$ cat config.mk
export PLATFORM = sky130hd
export DESIGN_NAME = pipe_hazard_ctrl
export DESIGN_NICKNAME = d
export VERILOG_FILES = /design/src/rtl/pipe_ctrl_pkg.sv /design/src/rtl/pipe_hazard_ctrl_sat_counter.sv /design/src/rtl/pipe_hazard_ctrl.sv
export SDC_FILE = /design/constraint.sdc
export NUM_CORES = 1
export LEC_CHECK = 0
export BUFFER_PORTS_ARGS = -buffer_cell sky130_fd_sc_hd__buf_2
export CAP_MARGIN = 20
export CELL_PAD_IN_SITES_DETAIL_PLACEMENT = 1
export CELL_PAD_IN_SITES_GLOBAL_PLACEMENT = 2
export CORE_MARGIN = 4
export CORE_UTILIZATION = 28
export CTS_CLUSTER_SIZE = 16
export DETAILED_ROUTE_END_ITERATION = 8
export PLACE_DENSITY_LB_ADDON = 0.12
export SLEW_MARGIN = 40
export SYNTH_ARGS = -nofsm -noshare
export SYNTH_HDL_FRONTEND = slang
export SYNTH_SLANG_ARGS = --single-unit
$ cat constraint.sdc
create_clock -name clk -period 2.99 [get_ports clk]
set_clock_uncertainty 0.15 [all_clocks]
set_input_delay 0.598 -clock clk [delete_from_list [all_inputs] [get_ports clk]]
set_output_delay 0.598 -clock clk [all_outputs]
set_load 0.01 [all_outputs]
$ cat src/rtl/pipe_ctrl_pkg.sv
// Shared types and constants for the pipeline hazard controller.
// Holds the FSM state encoding, the bundle of stage-register controls and the x0 constant.
package pipe_ctrl_pkg;

  typedef enum logic [1:0] {
    RUN        = 2'd0,
    LOAD_STALL = 2'd1,
    FLUSH      = 2'd2,
    MEM_WAIT   = 2'd3
  } state_t;

  localparam logic [4:0] REG_ZERO = 5'd0;
  localparam int         WAIT_W   = 16;

  // Field order matches the bit order {pc, ifid_w, ifid_f, idex_f, exmem_f, freeze}.
  typedef struct packed {
    logic pc_write;
    logic ifid_write;
    logic ifid_flush;
    logic idex_flush;
    logic exmem_flush;
    logic pipe_freeze;
  } ctrl_t;

  localparam ctrl_t CTRL_RUN    = '{1'b1, 1'b1, 1'b0, 1'b0, 1'b0, 1'b0};
  localparam ctrl_t CTRL_STALL  = '{1'b0, 1'b0, 1'b0, 1'b1, 1'b0, 1'b0};
  localparam ctrl_t CTRL_FLUSH  = '{1'b1, 1'b1, 1'b1, 1'b1, 1'b1, 1'b0};
  localparam ctrl_t CTRL_FREEZE = '{1'b0, 1'b0, 1'b0, 1'b0, 1'b0, 1'b1};

  // A source operand depends on the load only if it is read and names a real register.
  function automatic logic src_hit(input logic use_src, input logic [4:0] rs,
                                   input logic [4:0] rd);
    return use_src && (rs == rd) && (rd != REG_ZERO);
  endfunction

endpackage

$ cat src/rtl/pipe_hazard_ctrl_sat_counter.sv
// Saturating up-counter with synchronous reset and synchronous clear.
// Holds at all-ones instead of wrapping.
module sat_counter #(
  parameter int WIDTH = 32
) (
  input  logic             clk,
  input  logic             rst_n,
  input  logic             clr_n,
  input  logic             en,
  output logic [WIDTH-1:0] count
);

  // NOTE: sequential state is written with non-blocking assignments only.
  always_ff @(posedge clk) begin
    if (!rst_n) begin
      count <= '0;
    end else if (!clr_n) begin
      count <= '0;
    end else if (en && (count != '1)) begin
      count <= count + WIDTH'(1);
    end
  end

endmodule

$ cat src/rtl/pipe_hazard_ctrl.sv
// Pipeline hazard controller: load-use stalls, taken-branch flushes and data-memory waits.
// Drives the stage-register controls and keeps stall/flush counters plus a sticky timeout flag.
module pipe_hazard_ctrl
  import pipe_ctrl_pkg::*;
#(
  parameter int CNT_W       = 32,
  parameter int MEM_TIMEOUT = 255
) (
  input  logic             clk,
  input  logic             rst_n,
  input  logic [4:0]       id_rs1,
  input  logic [4:0]       id_rs2,
  input  logic             id_useRs1,
  input  logic             id_useRs2,
  input  logic             ex_memRead,
  input  logic [4:0]       ex_rd,
  input  logic             mem_branchTaken,
  input  logic             mem_memReq,
  input  logic             mem_memReady,
  output logic             pc_write,
  output logic             ifid_write,
  output logic             ifid_flush,
  output logic             idex_flush,
  output logic             exmem_flush,
  output logic             pipe_freeze,
  output logic [1:0]       state,
  output logic [CNT_W-1:0] stall_cycles,
  output logic [CNT_W-1:0] flush_events,
  output logic             mem_timeout
);

  localparam logic [WAIT_W-1:0] TIMEOUT_LAST = WAIT_W'(MEM_TIMEOUT - 1);

  state_t            state_q;
  state_t            state_d;
  ctrl_t             ctrl;
  logic              luse;
  logic              luse_masked;
  logic              mwait;
  logic              branch_ev;
  logic [WAIT_W-1:0] wait_cnt;

  assign luse  = ex_memRead && (src_hit(id_useRs1, id_rs1, ex_rd) ||
                                src_hit(id_useRs2, id_rs2, ex_rd));
  assign mwait = mem_memReq && !mem_memReady;

  // The bubble for a load-use is already in flight after a stall or flush cycle.
  assign luse_masked = (state_q == LOAD_STALL) || (state_q == FLUSH);
  assign branch_ev   = mem_branchTaken && !mwait;

  // NOTE: every signal written here gets a default first, so no latch is inferred.
  always_comb begin
    state_d = RUN;
    ctrl    = CTRL_RUN;
    if (mwait) begin
      state_d = MEM_WAIT;
      ctrl    = CTRL_FREEZE;
    end else if (mem_branchTaken) begin
      state_d = FLUSH;
      ctrl    = CTRL_FLUSH;
    end else if (luse && !luse_masked) begin
      state_d = LOAD_STALL;
      ctrl    = CTRL_STALL;
    end
  end

  always_ff @(posedge clk) begin
    if (!rst_n) begin
      state_q <= RUN;
    end else begin
      state_q <= state_d;
    end
  end

  // Sticky once the wait run reaches the limit; only reset clears it.
  always_ff @(posedge clk) begin
    if (!rst_n) begin
      mem_timeout <= 1'b0;
    end else if (mwait && (wait_cnt >= TIMEOUT_LAST)) begin
      mem_timeout <= 1'b1;
    end
  end

  sat_counter #(.WIDTH(CNT_W)) u_stall_cnt (
    .clk   (clk),
    .rst_n (rst_n),
    .clr_n (1'b1),
    .en    (!ctrl.pc_write),
    .count (stall_cycles)
  );

  sat_counter #(.WIDTH(CNT_W)) u_flush_cnt (
    .clk   (clk),
    .rst_n (rst_n),
    .clr_n (1'b1),
    .en    (branch_ev),
    .count (flush_events)
  );

  // Counts consecutive wait cycles; any cycle without a wait leaves MEM_WAIT and clears it.
  sat_counter #(.WIDTH(WAIT_W)) u_wait_cnt (
    .clk   (clk),
    .rst_n (rst_n),
    .clr_n (mwait),
    .en    (mwait),
    .count (wait_cnt)
  );

  assign pc_write    = ctrl.pc_write;
  assign ifid_write  = ctrl.ifid_write;
  assign ifid_flush  = ctrl.ifid_flush;
  assign idex_flush  = ctrl.idex_flush;
  assign exmem_flush = ctrl.exmem_flush;
  assign pipe_freeze = ctrl.pipe_freeze;
  assign state       = state_q;

endmodule

======== Yosys cells after proc, flatten, opt, wreduce, memory -nomap -nowiden ========
Cells that the tools add are included.
Widths: inputs -> output; s select.
word-level totals
  bits in latches ......................... 0
  register bits ........................... 83
  memory bits (read-only) ................. 0
  RAM bits ................................ 0
  memories kept ........................... 0
  logic and storage cells ................. 42
  output and inout bits ................... 73
cells by class
  bitwise logic cells ..................... 0
  muxes and demuxes ....................... 6
  $add $sub $neg .......................... 3
  shift-type cells ........................ 0
  reductions and logical operators ........ 20
  eq/ne operators ......................... 7
  multipliers ............................. 0
  magnitude comparators ................... 1
  div/mod/pow operators ................... 0
operator list
  kind                   number
  $add 32x1->32 const B  2
  $ne 32x32->1 const B   2
  $mux 6                 3
  $add 16x1->16 const B  1
  $ge 16x8->1 const B    1
  $ne 16x16->1 const B   1
  $logic_and 1x1->1      12
  $eq 5x5->1             2
  $reduce_bool 5->1      1
  $logic_not 1->1        4
  $mux 2                 2
  $eq 2x1->1 const B     1
  $eq 2x2->1 const B     1
  $logic_or 1x1->1       2
  $reduce_and 2->1       1
  $mux 1                 1

======== Depth between registers and ports, before layout ========
  depth in word-level cells ............... 11
  gate-level depth with buffers ........... 10
  depth with buffers taken out ............ 7

======== Cells and area by module ========
A second synthesis with hierarchy kept.
second synthesis, totals
  cells, all modules ...................... 550
  area total of the unflattened synthesis .. 4695.8 um^2
modules (own cells, without submodules)
  module                          seq. area each (um^2)  cells each  area each (um^2)  instances
  sat_counter at u_flush_cnt ...  640.6                  203         1726.7            2
  sat_counter at u_wait_cnt       320.3                  102         900.9             1
  pipe_hazard_ctrl                60.1                   42          341.6             1

======== Worst setup path after synthesis ========
Ideal clock, no wire load.
  path kind ............................... in2out
  start ................................... input port ex_rd[1]
  end ..................................... output port pc_write
  stages .................................. 7
  slack ................................... -1 ps
  arrival ................................. 2243 ps
  required time ........................... 2242 ps
  cells stage by stage .................... or4_1 o211ai_1 nor2_1 a21oi_1 buf_2 buf_2 buf_4
on the way
  cells in the longest elaborated chain, start to end .. 9
ends and longest elaborated chain
  element                          line                    RTL
  from (decl)                      pipe_hazard_ctrl.sv:16  input logic [4:0] ex_rd,
  $eq 5x5->1                       pipe_ctrl_pkg.sv:33     return use_src && (rs == rd) && (rd != REG_ZERO);
  $logic_and 1x1->1 (2 in series)  pipe_ctrl_pkg.sv:33
  $logic_or 1x1->1 (*)             pipe_hazard_ctrl.sv:43  assign luse = ex_memRead && (src_hit(id_useRs1, id_rs1, ex_rd) ||
  $logic_and 1x1->1 (*)            pipe_hazard_ctrl.sv:43
  $logic_and 1x1->1 (*)            pipe_hazard_ctrl.sv:61  end else if (luse && !luse_masked) begin
  $mux 6 (*)                       pipe_hazard_ctrl.sv:61
  $mux 6 (*)                       pipe_hazard_ctrl.sv:58  end else if (mem_branchTaken) begin
  $mux 6 (*)                       pipe_hazard_ctrl.sv:55  if (mwait) begin
  to (decl)                        pipe_hazard_ctrl.sv:20  output logic pc_write,
Every way passes the cells marked *; elsewhere a longest branch is shown, timed or not.

======== Final worst setup path ========
Ends and elaborated chain as after synthesis.

==> results.yml <==
outcome:
  status: "finished clean"
critical_path:
  path_class: "in2out"
  path_common_cell: "buf_2"
  max_stage_delay_ns: 0.52
  cp_slowest_cell: "or4_1"
  worstPathMaxFanout: 5
  crit_chain: "buf_2 > or4_1 > o211ai_1 > nor2_1 > a21oi_4 > buf_2"
  cp.arrival_ns: 2.04
  required_ns: 2.24
  crit_path_start_kind: "input pin"
  worst_setup_path_end_kind: "output port"
route:
  drc: 0
  viasPerCell: 5.20
  vias: 4108
  dr.pass1.iters: 4
  wl_per_cell_um: 16.1
  ant_nets: 0
  drtIter0Drc: 172
  wirelength_um: 12700
cells_and_area:
  multi_input_area_sq_um: 2400
  fillers: 1767
  area_growth_pct: 24.1
  drive_above_1_share: 0.224
  fin_cells: 790
  ff_latch_area_sq_um: 1660
  n_antenna_cell: 0
  layout.nets: 629
pwr:
  vdd_drop_max_mv: 0.260
  finalPower_uw: 2380
  p_leak_uw: 0.00201
  power.density_nw_per_um2: 453
synthesis:
  synth_fp_nets: 532
  syn_area_sq_um: 4240
  yosys.area_share.xor_xnor: 0.101
  synth_top_area_share: 0.392
  synth_edf_count: 0
  synthAdderAreaFrac: 0.0118
  synth_area_leader_cell: "dfxtp_1"
  ys_seq_area_frac: 0.392
  synth_area_leaders: "dfxtp_1 39%, xnor2_1 5.6%, or4_1 4.6%"
  synth.distinct_cells: 46
  synth_top_family_by_area: "simple AND/OR/NAND/NOR gates"
  ys_seq_elements: 83
  muxShareOfSynthArea: 0.0189
  avgSynthCellArea_sq_um: 8.39
  synth_compound_area_frac: 0.110
  ys.flop_type: "dfxtp_1"
  synthesis.instances: 505
  synthSimpleGateAreaFrac: 0.323
  ys_warn_count: 0
  async_reset_ff_frac: 0
place:
  place_congestion: 0.736
  dp_cells: 775
  numPortBuffers: 95
  place_hpwl_um: 9190
timing:
  setup_viol: 0
  hold_slack_ns: 0.347
  rsz0062_at_grt: "no"
  setup_tns_ns: 0
  min_period_over_period: 0.931
  tightest_slew_ns: 0.603
  fmax_mhz: 359
  finalCriticalPeriod_ns: 2.78
  slew_violations: 0
  max_slew_margin: 0.588
  final_hold_viol_count: 0
clock_tree:
  root_buffer: "clkbuf_16"
  worstSkewPairLatency_ns: 0.34
  cts_resized: 0
  cts_tree: "done"
  h-tree-depth: 3
  ctsHoldBuffers: 0
  cts_setup_buffers: 0
  clk_transition_reported_paths_ns: 0.06
  cts_made_buffers: 9
  cts_sinks: 83
  clockBufferDepth: 2
grt:
  grt_pass1_wl_um: 20700
  antenna_found_initial: 0
  grtUsageTotal: 0.153
  grt_pass1_vias: 4070
  gr-total-overflow: 0
  grt_max_degree: 56
floorplanning:
  die_h_um: 131
  die_w_um: 131
  initial_core_util: 0.288
  num_rows: 44
  core_area_sq_um: 14700
  dieArea_sq_um: 17200
  io_pins: 96
job:
  drv_cap: 0
min_path:
  min_path_type: "reg2reg"
[cell type report]
class                   instances  share of cell area
clock buffers                  13              0.0495
repair buffers                113               0.119
flip-flops and latches         83               0.316
clock inverters                 2             0.00666
inverters                      12             0.00857
well taps                     184              0.0438
multi-input cells             383               0.457
[per-layer routing]
metal / track usage / wire [um] / vias up
met1: 0.201 / 6160 / 1974
met2: 0.243 / 5760 / 77
met5: 0 / 0 / -
met4: 0.0635 / 252 / 0
met3: 0.0317 / 545 / 16
li1: - / - / 2041
[kinds of logic after synthesis]
| family | count (synthesis) |
|---|---|
| and+or+nand+nor | 248 |
| DFF | 83 |
| AOI/OAI and AO/OA | 74 |
| xor gates and xnor gates | 49 |
| buffers and inverters | 39 |
| muxes | 8 |
| adders and majority gates | 4 |
[synthesized netlist by cell type, types with 3 or more instances]
master,n
a211oi_1,4
a21oi_1,32
and2_1,7
and3_1,13
and4_1,6
buf_2,3
buf_4,3
buf_6,3
clkbuf_1,18
dfxtp_1,83
ha_1,4
inv_1,11
mux2i_1,8
nand2_1,41
nand2b_1,7
nand3_1,29
nand4_1,27
nor2_1,49
nor3_1,8
nor3b_1,5
nor4_1,13
o21ai_0,3
o31ai_1,23
or2_2,3
or3_1,5
or4_1,26
xnor2_1,27
xor2_1,22
[through the flow]
stage | instance area [sq um] | worst slack [ns] | util
5_1_grt | 5260 | 0.109 | 0.358
3_3_place_gp | 4960 | 0.213 | 0.338
3_5_place_dp | 4960 | 0.166 | 0.338
2_1_floorplan | 4240 | 0.0913 | -
4_1_cts | 5260 | 0.204 | 0.358
6_report | 5260 | 0.206 | 0.358
[cells in the final DEF (no fill, tap or decap), types with 2 or more instances in the layout]
cell       netlist  routed
nand4_1         27      27
ha_1             4       4
a211oi_1         4       4
buf_4            3      17
buf_2            3      95
clkbuf_16        0       9
or4_1           26      26
nand2b_1         7       7
nor4_1          13      13
and4_1           6       6
xor2_1          22      22
o31ai_1         23      23
mux2i_1          8       8
and3_1          13      13
nor3_1           8       8
inv_1           11      10
inv_2            1       2
nand2_1         41      41
nand3_1         29      29
o21ai_1          2       2
nor4b_1          2       2
xnor2_1         27      27
clkbuf_8         0       2
or3_1            5       5
o21ai_0          3       3
dfxtp_1         83      83
nor2_1          49      49
nor3b_1          5       5
a21oi_1         32      31
clkbuf_1        18       2
a31oi_1          2       2
and2_1           7       7
o41ai_1          2       2
or2_2            3       3
[worst max-delay path, delay by kind of cell]
family | cells | cell delay, ns
simple gates | 2 | 0.63
compound gates | 2 | 0.50
buf+inv | 2 | 0.30
[where the power goes]
group	switching, uW	internal (uW)
clock	449	688
combinational	79.2	46.9
sequential	7.75	1110
total	536	1850
[path summary, 6_finish.rpt]
kind / start / to / slack, ns / depth (start not counted)
hold reg to reg: u_stall_cnt.count[20]$_SDFFE_PN0P_ / u_stall_cnt.count[20]$_SDFFE_PN0P_ / 0.35 / 2
hold / removal: u_stall_cnt.count[20]$_SDFFE_PN0P_ / u_stall_cnt.count[20]$_SDFFE_PN0P_ / 0.35 / 2
setup / recovery: ex_rd[1] / pc_write / 0.21 / 6
setup reg to reg: u_stall_cnt.count[0]$_SDFFE_PN0P_ / u_stall_cnt.count[16]$_SDFFE_PN0P_ / 0.34 / 8
[registers in the layout (all words and copies together) (netlist names)]
name	count
u_wait_cnt.count	16
mem_timeout	1
state	2
u_flush_cnt.count	32
u_stall_cnt.count	32
(Power assumes the default switching activity.)
